## config.mk

```make
export PLATFORM = sky130hd
export DESIGN_NAME = imm_encoder
export DESIGN_NICKNAME = d
export VERILOG_FILES = /design/src/rtl/imm_encoder.sv
export SDC_FILE = /design/constraint.sdc
export NUM_CORES = 1
export LEC_CHECK = 0
export BUFFER_PORTS_ARGS = -buffer_cell sky130_fd_sc_hd__clkbuf_2
export CAP_MARGIN = 20
export CORE_AREA = 2 2 141 88
export DETAILED_ROUTE_END_ITERATION = 12
export DIE_AREA = 0 0 143 90
export GPL_TIMING_DRIVEN = 0
export PLACE_DENSITY = 0.72
export SKIP_LAST_GASP = 1
export SLEW_MARGIN = 25
export SYNTH_ARGS = -nofsm -noshare
export SYNTH_HDL_FRONTEND = slang
export SYNTH_SLANG_ARGS = --single-unit
```

## constraint.sdc

```tcl
create_clock -name clk -period 1.95 [get_ports clk]
set_input_delay 0.0975 -clock clk [delete_from_list [all_inputs] [get_ports clk]]
set_output_delay 0.0975 -clock clk [all_outputs]
set_load 0.03 [all_outputs]
```

## src/rtl/imm_encoder.sv

```systemverilog
// -----------------------------------------------------------------------------
// imm_encoder
//
// Two-stage pipelined RV32I immediate encoder. It scatters a 32-bit signed
// immediate into the I/S/B/J field positions of a base instruction word. It is
// the exact inverse of the core's immediate generator, using the same ImmSrc
// coding. Range and alignment errors are flagged, and flagged words are still
// delivered. Saturating counters tally clean and flagged deliveries.
//
// Ports
//   clk         in   1   rising-edge clock
//   rst_n       in   1   asynchronous active-low reset
//   in_valid    in   1   input word present
//   in_ready    out  1   encoder accepts input this cycle
//   in_base     in   32  base instruction; immediate field bits are overwritten
//   in_imm      in   32  signed immediate (byte offset for B/J)
//   in_imm_src  in   2   00=I, 01=S, 10=B, 11=J
//   out_valid   out  1   encoded word present
//   out_ready   in   1   downstream accepts
//   out_instr   out  32  encoded instruction
//   out_err     out  2   bit0 = range error, bit1 = misalignment error
//   cnt_clr     in   1   synchronous clear of both counters
//   ok_count    out  16  words delivered with out_err == 0, saturating
//   err_count   out  16  words delivered with out_err != 0, saturating
// -----------------------------------------------------------------------------
module imm_encoder (
    input  logic        clk,
    input  logic        rst_n,
    input  logic        in_valid,
    output logic        in_ready,
    input  logic [31:0] in_base,
    input  logic [31:0] in_imm,
    input  logic [1:0]  in_imm_src,
    output logic        out_valid,
    input  logic        out_ready,
    output logic [31:0] out_instr,
    output logic [1:0]  out_err,
    input  logic        cnt_clr,
    output logic [15:0] ok_count,
    output logic [15:0] err_count
);

    typedef enum logic [1:0] {
        SrcI = 2'b00,
        SrcS = 2'b01,
        SrcB = 2'b10,
        SrcJ = 2'b11
    } imm_src_e;

    localparam logic [15:0] CntMax = 16'hFFFF;

    // Global pipeline advance: both stages move together or both hold.
    logic        w_adv;
    logic        w_out_fire;
    imm_src_e    w_in_src;
    logic [1:0]  w_in_err;
    logic [31:0] w_s1_pack;

    // Stage 1: captured inputs plus error flags.
    logic        r_s1_valid;
    logic [31:0] r_s1_base;
    logic [20:0] r_s1_imm;    // only imm[20:0] ever lands in a field
    imm_src_e    r_s1_src;
    logic [1:0]  r_s1_err;

    // Stage 2: packed word and flags, drives the outputs directly.
    logic        r_s2_valid;
    logic [31:0] r_s2_instr;
    logic [1:0]  r_s2_err;

    logic [15:0] r_ok_count;
    logic [15:0] r_err_count;

    assign w_adv      = !r_s2_valid || out_ready;
    assign w_out_fire = r_s2_valid && out_ready;
    assign w_in_src   = imm_src_e'(in_imm_src);

    assign in_ready  = w_adv;
    assign out_valid = r_s2_valid;
    assign out_instr = r_s2_instr;
    assign out_err   = r_s2_err;
    assign ok_count  = r_ok_count;
    assign err_count = r_err_count;

    // An immediate fits when every bit from the field's sign position upward
    // equals the sign, i.e. the slice is all-ones or all-zeros.
    always_comb begin
        w_in_err = 2'b00;
        unique case (w_in_src)
            SrcI, SrcS: begin
                w_in_err[0] = !((&in_imm[31:11]) || !(|in_imm[31:11]));
            end
            SrcB: begin
                w_in_err[0] = !((&in_imm[31:12]) || !(|in_imm[31:12]));
                w_in_err[1] = in_imm[0];
            end
            SrcJ: begin
                w_in_err[0] = !((&in_imm[31:20]) || !(|in_imm[31:20]));
                w_in_err[1] = in_imm[0];
            end
            default: begin
                w_in_err = 2'b00;
            end
        endcase
    end

    // Field scatter; bits outside the immediate fields pass through from base.
    always_comb begin
        w_s1_pack = r_s1_base;
        unique case (r_s1_src)
            SrcI: begin
                w_s1_pack[31:20] = r_s1_imm[11:0];
            end
            SrcS: begin
                w_s1_pack[31:25] = r_s1_imm[11:5];
                w_s1_pack[11:7]  = r_s1_imm[4:0];
            end
            SrcB: begin
                w_s1_pack[31]    = r_s1_imm[12];
                w_s1_pack[30:25] = r_s1_imm[10:5];
                w_s1_pack[11:8]  = r_s1_imm[4:1];
                w_s1_pack[7]     = r_s1_imm[11];
            end
            SrcJ: begin
                w_s1_pack[31]    = r_s1_imm[20];
                w_s1_pack[30:21] = r_s1_imm[10:1];
                w_s1_pack[20]    = r_s1_imm[11];
                w_s1_pack[19:12] = r_s1_imm[19:12];
            end
            default: begin
                w_s1_pack = r_s1_base;
            end
        endcase
    end

    always_ff @(posedge clk or negedge rst_n) begin
        if (!rst_n) begin
            r_s1_valid <= 1'b0;
            r_s1_base  <= 32'd0;
            r_s1_imm   <= 21'd0;
            r_s1_src   <= SrcI;
            r_s1_err   <= 2'b00;
            r_s2_valid <= 1'b0;
            r_s2_instr <= 32'd0;
            r_s2_err   <= 2'b00;
        end else if (w_adv) begin
            r_s1_valid <= in_valid;
            if (in_valid) begin
                r_s1_base <= in_base;
                r_s1_imm  <= in_imm[20:0];
                r_s1_src  <= w_in_src;
                r_s1_err  <= w_in_err;
            end
            r_s2_valid <= r_s1_valid;
            // Data only moves with a valid word so a bubble leaves the last
            // delivered word on the outputs.
            if (r_s1_valid) begin
                r_s2_instr <= w_s1_pack;
                r_s2_err   <= r_s1_err;
            end
        end
    end

    // Clear wins over a same-cycle increment.
    always_ff @(posedge clk or negedge rst_n) begin
        if (!rst_n) begin
            r_ok_count  <= 16'd0;
            r_err_count <= 16'd0;
        end else if (cnt_clr) begin
            r_ok_count  <= 16'd0;
            r_err_count <= 16'd0;
        end else if (w_out_fire) begin
            if (r_s2_err == 2'b00) begin
                if (r_ok_count != CntMax) begin
                    r_ok_count <= r_ok_count + 16'd1;
                end
            end else begin
                if (r_err_count != CntMax) begin
                    r_err_count <= r_err_count + 16'd1;
                end
            end
        end
    end

endmodule

```

# == After elaboration in Yosys (flattened, before gate mapping) ==
# Cells that the tools add are included.
# word_totals
reg_bits,118
in_bits,71
output_inout_bits,68
elab_cells,67
# classes
add_sub_neg,2
n_eq_ne,9
n_mux,14
reduce_logical,32
# op_table
operator,count
16-bit two-way mux,8
"16-bit by 1-bit adder with 16-bit output, second input constant",2
"16-bit inequality test, second input constant",2
7-bit case mux with 3 select lines,1
21-bit AND reduction,1
21-bit OR reduction,1
5-bit case mux with 2 select lines,2
20-bit AND reduction,1
20-bit OR reduction,1
12-bit AND reduction,1
12-bit OR reduction,1
"2-bit == test, second input constant",4
8-bit two-way mux,1
2-bit nonzero test,4
1-bit zero test,7
2-bit zero test,3
3-bit AND reduction,2
2-bit OR reduction,3
"2-bit by 1-bit == test with 1-bit output, second input constant",2
1-bit logical OR,4
2-bit AND reduction,2
1-bit case mux with 3 select lines,1
"2-bit inequality test, second input constant",1
1-bit logical AND,1
1-bit two-way mux,1

# == Longest topological paths before layout ==
# logic_depth
word_depth,5
depth_mapped,7

# == Worst setup path after synthesis ==
# No wires, ideal clock.
# synth_timing
kind,register to register
start,"reg r_ok_count[0], in the netlist ok_count[0]"
end,"reg r_ok_count[13], in the netlist ok_count[13]"
t_arrival_ps,1668
setup_slack_ps,150
path_stages_with_launch,7
n_path_buf,0
period_less_slack_ps,1800
cell_sequence,dfrtp_1 -> ha_1 -> nand4_4 -> or3b_4 -> nand4_1 -> xor2_1 -> nor2_1
# synth_via
elab_chain_cells,5
# synth_lines
element,line,text
start: declaration,71,logic [15:0] r_ok_count;
start signal: assignment,175,r_ok_count <= r_ok_count + 16'd1;
16-bit by 1-bit adder with 16-bit output,175,
16-bit two-way mux,174,if (r_ok_count != CntMax) begin
16-bit two-way mux,173,if (r_s2_err == 2'b00) begin
16-bit two-way mux,172,end else if (w_out_fire) begin
16-bit two-way mux,169,end else if (cnt_clr) begin
# Several ways; a longest one is shown, not always the timed one. The select of a mux whose other input is x is not followed.
# A chain may end at the register's enable or synchronous reset.

# == Final worst setup path ==
# Ends and elaborated chain as after synthesis.

==> impl_table.tex <==
\begin{tabular}{lr}
\hline
Metric & Value \\
\hline
\multicolumn{2}{l}{\textbf{Power and ir drop}} \\
Sum of internal, switching and leakage power & 8.65 mW \\
Clock power frac & 0.399 \\
Fraction of power spent switching nets & 0.307 \\
Peak supply drop & 0.750 mV \\
Power Dens Cells & 1170 nW/µm² \\
Switching power & 2.66 mW \\
Leakage & 3.43 nW \\
Comb power frac & 0.229 \\
Seq pwr share & 0.372 \\
Cell-internal power & 5.99 mW \\
\multicolumn{2}{l}{\textbf{Worst setup path}} \\
Max Fanout on Critical Path & 9 \\
Max incr delay on CP & 440 ps \\
Number of cells traversed by the worst register-to-register path & 6 \\
Ordered cell list for the critical path & ha\_1 -> nand4\_4 -> or3b\_4 -> nand4\_1 -> xor2\_1 -> nor2\_1 \\
Startpoint Class & register \\
Buffer and inverter count on the worst path & 0 \\
Data required time of the critical path & 2220 ps \\
Launching point of the worst reg2reg path & ok\_count[0] \\
Cell with the largest stage delay on the worst path & sky130\_fd\_sc\_hd\_\_dfrtp\_1 \\
Endpoint of the worst-slack reg-to-reg timing path & ok\_count[13] \\
Minimum setup slack among reg-to-reg paths & 170 ps \\
Start-to-end type of the worst setup path & reg -> reg \\
Family with the most delay on the worst path & simple AND/OR/NAND/NOR gates \\
Type of element capturing the critical path & register \\
Worst EP arrival & 2050 ps \\
\multicolumn{2}{l}{\textbf{Clock tree}} \\
CTS Buffer Depth & 2 \\
Clock tree from TritonCTS & done \\
Clk sink count & 118 \\
Clock H-tree levels & 4 \\
Setup Fix Bufs, Post-CTS & 0 \\
Clock transition at path regs & 60 ps \\
Clock root buffer & sky130\_fd\_sc\_hd\_\_clkbuf\_16 \\
Worst skew pair latency & 410 ps \\
Number of buffers inserted during clock tree synthesis & 17 \\
\multicolumn{2}{l}{\textbf{STA}} \\
Shortest clock period the worst path allows after layout & 1780 ps \\
Worst slew slack as a fraction of its limit & 0.623 \\
Peak clock frequency supported by timing & 561 MHz \\
Final Setup Violations & 0 \\
Final hold viol count & 0 \\
Unrepaired setup endpoints after global routing & no \\
Number of max-slew violations in the final report & 0 \\
Crit share post-route & 0.914 \\
Least-Margin Pin Slew & 566 ps \\
Final clock skew & 8.74 ps \\
Worst-case setup margin in the final layout & 168 ps \\
\multicolumn{2}{l}{\textbf{Routing}} \\
Drt via density & 5.14 \\
Total Routed Length & 13,100 µm \\
1st-pass router iterations & 4 \\
Mean routed wirelength per cell & 15.8 µm \\
Initial detailed-routing violation count & 243 \\
Count of nets left with antenna violations after detail routing & 0 \\
DRC & 0 \\
Overall via count from detail\_route & 4,270 \\
\multicolumn{2}{l}{\textbf{Synth}} \\
Post-synth top cells & sky130\_fd\_sc\_hd\_\_dfrtp\_1 (118), sky130\_fd\_sc\_hd\_\_mux2\_2 (60), sky130\_fd\_sc\_hd\_\_nor2\_1 (38) \\
Synthesis-stage register bit count & 118 \\
Number of enable-type register cells in the synthesized netlist & 0 \\
Post-Syn Area & 5300 µm² \\
Unique masters post-synth & 48 \\
Synth Net Count & 529 \\
Cell accounting for the most synthesized area & sky130\_fd\_sc\_hd\_\_dfrtp\_1 \\
Most frequent cell after synthesis & sky130\_fd\_sc\_hd\_\_dfrtp\_1 \\
Share of flip-flops with an asynchronous set or reset & 1.00 \\
Syn\_area\_per\_cell & 11.7 µm² \\
Synth top area share & 0.557 \\
Leading register cell type out of synthesis & sky130\_fd\_sc\_hd\_\_dfrtp\_1 \\
Top area cells in the synthesized netlist & sky130\_fd\_sc\_hd\_\_dfrtp\_1 (56\%), sky130\_fd\_sc\_hd\_\_mux2\_2 (13\%), sky130\_fd\_sc\_hd\_\_o21ai\_0 (2.7\%) \\
Portion of the post-synthesis area used by sequential elements & 0.557 \\
Synthesis Warnings & 0 \\
Cells after Synth & 452 \\
\multicolumn{2}{l}{\textbf{GRT}} \\
Pin count of the biggest net entering global routing & 62 \\
Vias in the first global route & 4,229 \\
Global-route wire length before repair & 21,200 µm \\
Antenna violations before repair & 0 \\
Overall track demand over capacity in global routing & 0.212 \\
Aggregate global routing overflow & 0 \\
\multicolumn{2}{l}{\textbf{Final layout}} \\
Fin nets & 730 \\
Sequential cell area & 2950 µm² \\
Layout cells sized above 1 & 0.375 \\
Area used by multi-input combinational logic & 2240 µm² \\
FILL cells & 939 \\
Synthesis-to-layout area growth & 39.0\% \\
Total inserted antenna cells & 0 \\
Count of non-filler cells in the finished layout & 831 \\
\multicolumn{2}{l}{\textbf{Floorplan}} \\
Chip width & 143 µm \\
Initial core utilization & 0.454 \\
Number of ports placed on the die boundary & 139 \\
Core Box Area & 11,700 µm² \\
Height of the chip & 90 µm \\
Die Outline Area & 12,900 µm² \\
Number of placement rows & 31 \\
\multicolumn{2}{l}{\textbf{Placement}} \\
Pre-CTS setup slack & 103 ps \\
Routability cong. & 0.850 \\
HPWL after detailed placement & 9090 µm \\
Number of placed instances with taps included & 749 \\
Port buffer count & 131 \\
\multicolumn{2}{l}{\textbf{Worst hold path}} \\
Hold-critical path endpoint & out\_valid \\
Hold Crit Start & out\_ready \\
Cell depth of the worst min-delay path & 4 \\
Worst hold path type & in -> reg \\
\multicolumn{2}{l}{\textbf{Flow run}} \\
Max-cap check violation count & 0 \\
\multicolumn{2}{l}{\textbf{Status}} \\
Result of the run & finished clean \\
\hline
\end{tabular}
[cell type report]
type	count	area share
Sequential cell	118	0.401
Multi-Input combinational cell	311	0.305
Timing Repair Buffer	183	0.163
Clock buffer	19	0.0615
Tap cell	165	0.0280
Clock inverter	13	0.0275
Buffer	18	0.0121
Inverter	4	0.00204
[power groups by stage]
stage / sequential (mW) / combinational (mW) / clock, mW
finish: 3.22 / 1.98 / 3.45
global route: 3.27 / 2.14 / 3.62
CTS: 3.21 / 1.99 / 3.50
detailed placement: 3.25 / 1.90 / 0
global placement: 3.22 / 1.84 / 0
floorplan: 3.75 / 0.702 / 0
[layer usage]
| metal | GRT usage | up-vias | part of all wire |
|---|---|---|---|
| met5 | 0 | - | 0 |
| met4 | 0.0635 | 0 | 0.018 |
| met3 | 0.0629 | 22 | 0.060 |
| met2 | 0.334 | 145 | 0.47 |
| met1 | 0.283 | 2101 | 0.45 |
| li1 | - | 2002 | - |
[registers in the layout (all words and copies together) (netlist names)]
name        count
out_instr      32
r_s1_base      25
r_s1_imm       21
err_count      16
ok_count       16
out_err         2
r_s1_err        2
r_s1_src        2
out_valid       1
r_s1_valid      1
[layout by cell type (no fill, tap or decap), types with 2 or more instances in the layout]
master,n
sky130_fd_sc_hd__clkinv_2,4
sky130_fd_sc_hd__xnor2_1,15
sky130_fd_sc_hd__inv_1,4
sky130_fd_sc_hd__a21oi_1,13
sky130_fd_sc_hd__clkbuf_16,17
sky130_fd_sc_hd__o211ai_1,2
sky130_fd_sc_hd__nand4_2,2
sky130_fd_sc_hd__a22oi_1,6
sky130_fd_sc_hd__and4_1,3
sky130_fd_sc_hd__dfrtp_1,118
sky130_fd_sc_hd__clkinvlp_4,2
sky130_fd_sc_hd__clkbuf_1,6
sky130_fd_sc_hd__bufinv_16,5
sky130_fd_sc_hd__nor3_1,8
sky130_fd_sc_hd__and3_1,3
sky130_fd_sc_hd__and2_1,4
sky130_fd_sc_hd__nor4_1,6
sky130_fd_sc_hd__mux2_1,2
sky130_fd_sc_hd__clkbuf_8,3
sky130_fd_sc_hd__nor2_1,37
sky130_fd_sc_hd__mux2_2,60
sky130_fd_sc_hd__nand4_1,15
sky130_fd_sc_hd__buf_2,10
sky130_fd_sc_hd__clkinv_4,2
sky130_fd_sc_hd__nand2_1,34
sky130_fd_sc_hd__o21ai_0,29
sky130_fd_sc_hd__nor2b_1,4
sky130_fd_sc_hd__nand3_1,16
sky130_fd_sc_hd__clkbuf_2,131
sky130_fd_sc_hd__ha_1,6
sky130_fd_sc_hd__dlygate4sd3_1,51
sky130_fd_sc_hd__xor2_1,14
sky130_fd_sc_hd__mux2i_1,10
[cells by family after synthesis]
logic type      after synthesis  share of synthesized area
compound gates               56                     0.0614
xor+xnor                     29                     0.0479
fa+ha+maj                     6                     0.0142
buf+inv                      23                     0.0201
flops                       118                      0.557
mux                          72                      0.151
simple gates                148                      0.149
[worst max-delay path by stage]
| stage | startpoint | to | slack, ps | cells after the start |
|---|---|---|---|---|
| 4_1_cts | r_s1_src[1] | out_instr[31] | 120 | 5 |
| 5_1_grt | r_s1_src[1] | out_instr[10] | 50 | 5 |
| 2_1_floorplan | ok_count[0] | ok_count[13] | 150 | 6 |
| 6_report | ok_count[0] | ok_count[13] | 170 | 6 |
| 3_3_place_gp | rst_n | r_s1_base[18] | -910 | 1 |
| 3_5_place_dp | r_s1_src[1] | out_instr[10] | 100 | 6 |
[worst reg2reg max path: cells and delay by family (launching register included)]
kind / cells / cell delay, ps
simple gates: 4 / 790
xor+xnor: 1 / 150
flops: 1 / 440
fa+ha+maj: 1 / 280
[repair_timing]
| item | in CTS | in global routing |
|---|---|---|
| hold buffers | 51 | 0 |
| setup endpoints to repair | 1 | 2 |
| pin swaps | 0 | 0 |
| hold endpoints to repair | 109 | 0 |
| resized for setup | 0 | 2 |
[stage by stage]
step | utilization | hold WS (ps) | setup TNS [ps] | area, µm²
after floorplan | - | -198 | 0 | 5300
after detailed placement | 0.531 | 103 | 0 | 6200
after global placement | 0.528 | 316 | -106330 | 6160
after CTS | 0.630 | 175 | 0 | 7360
after global routing | 0.631 | 201 | 0 | 7360
final | 0.631 | 180 | 0 | 7360
Power figures use the tool's default switching activity.
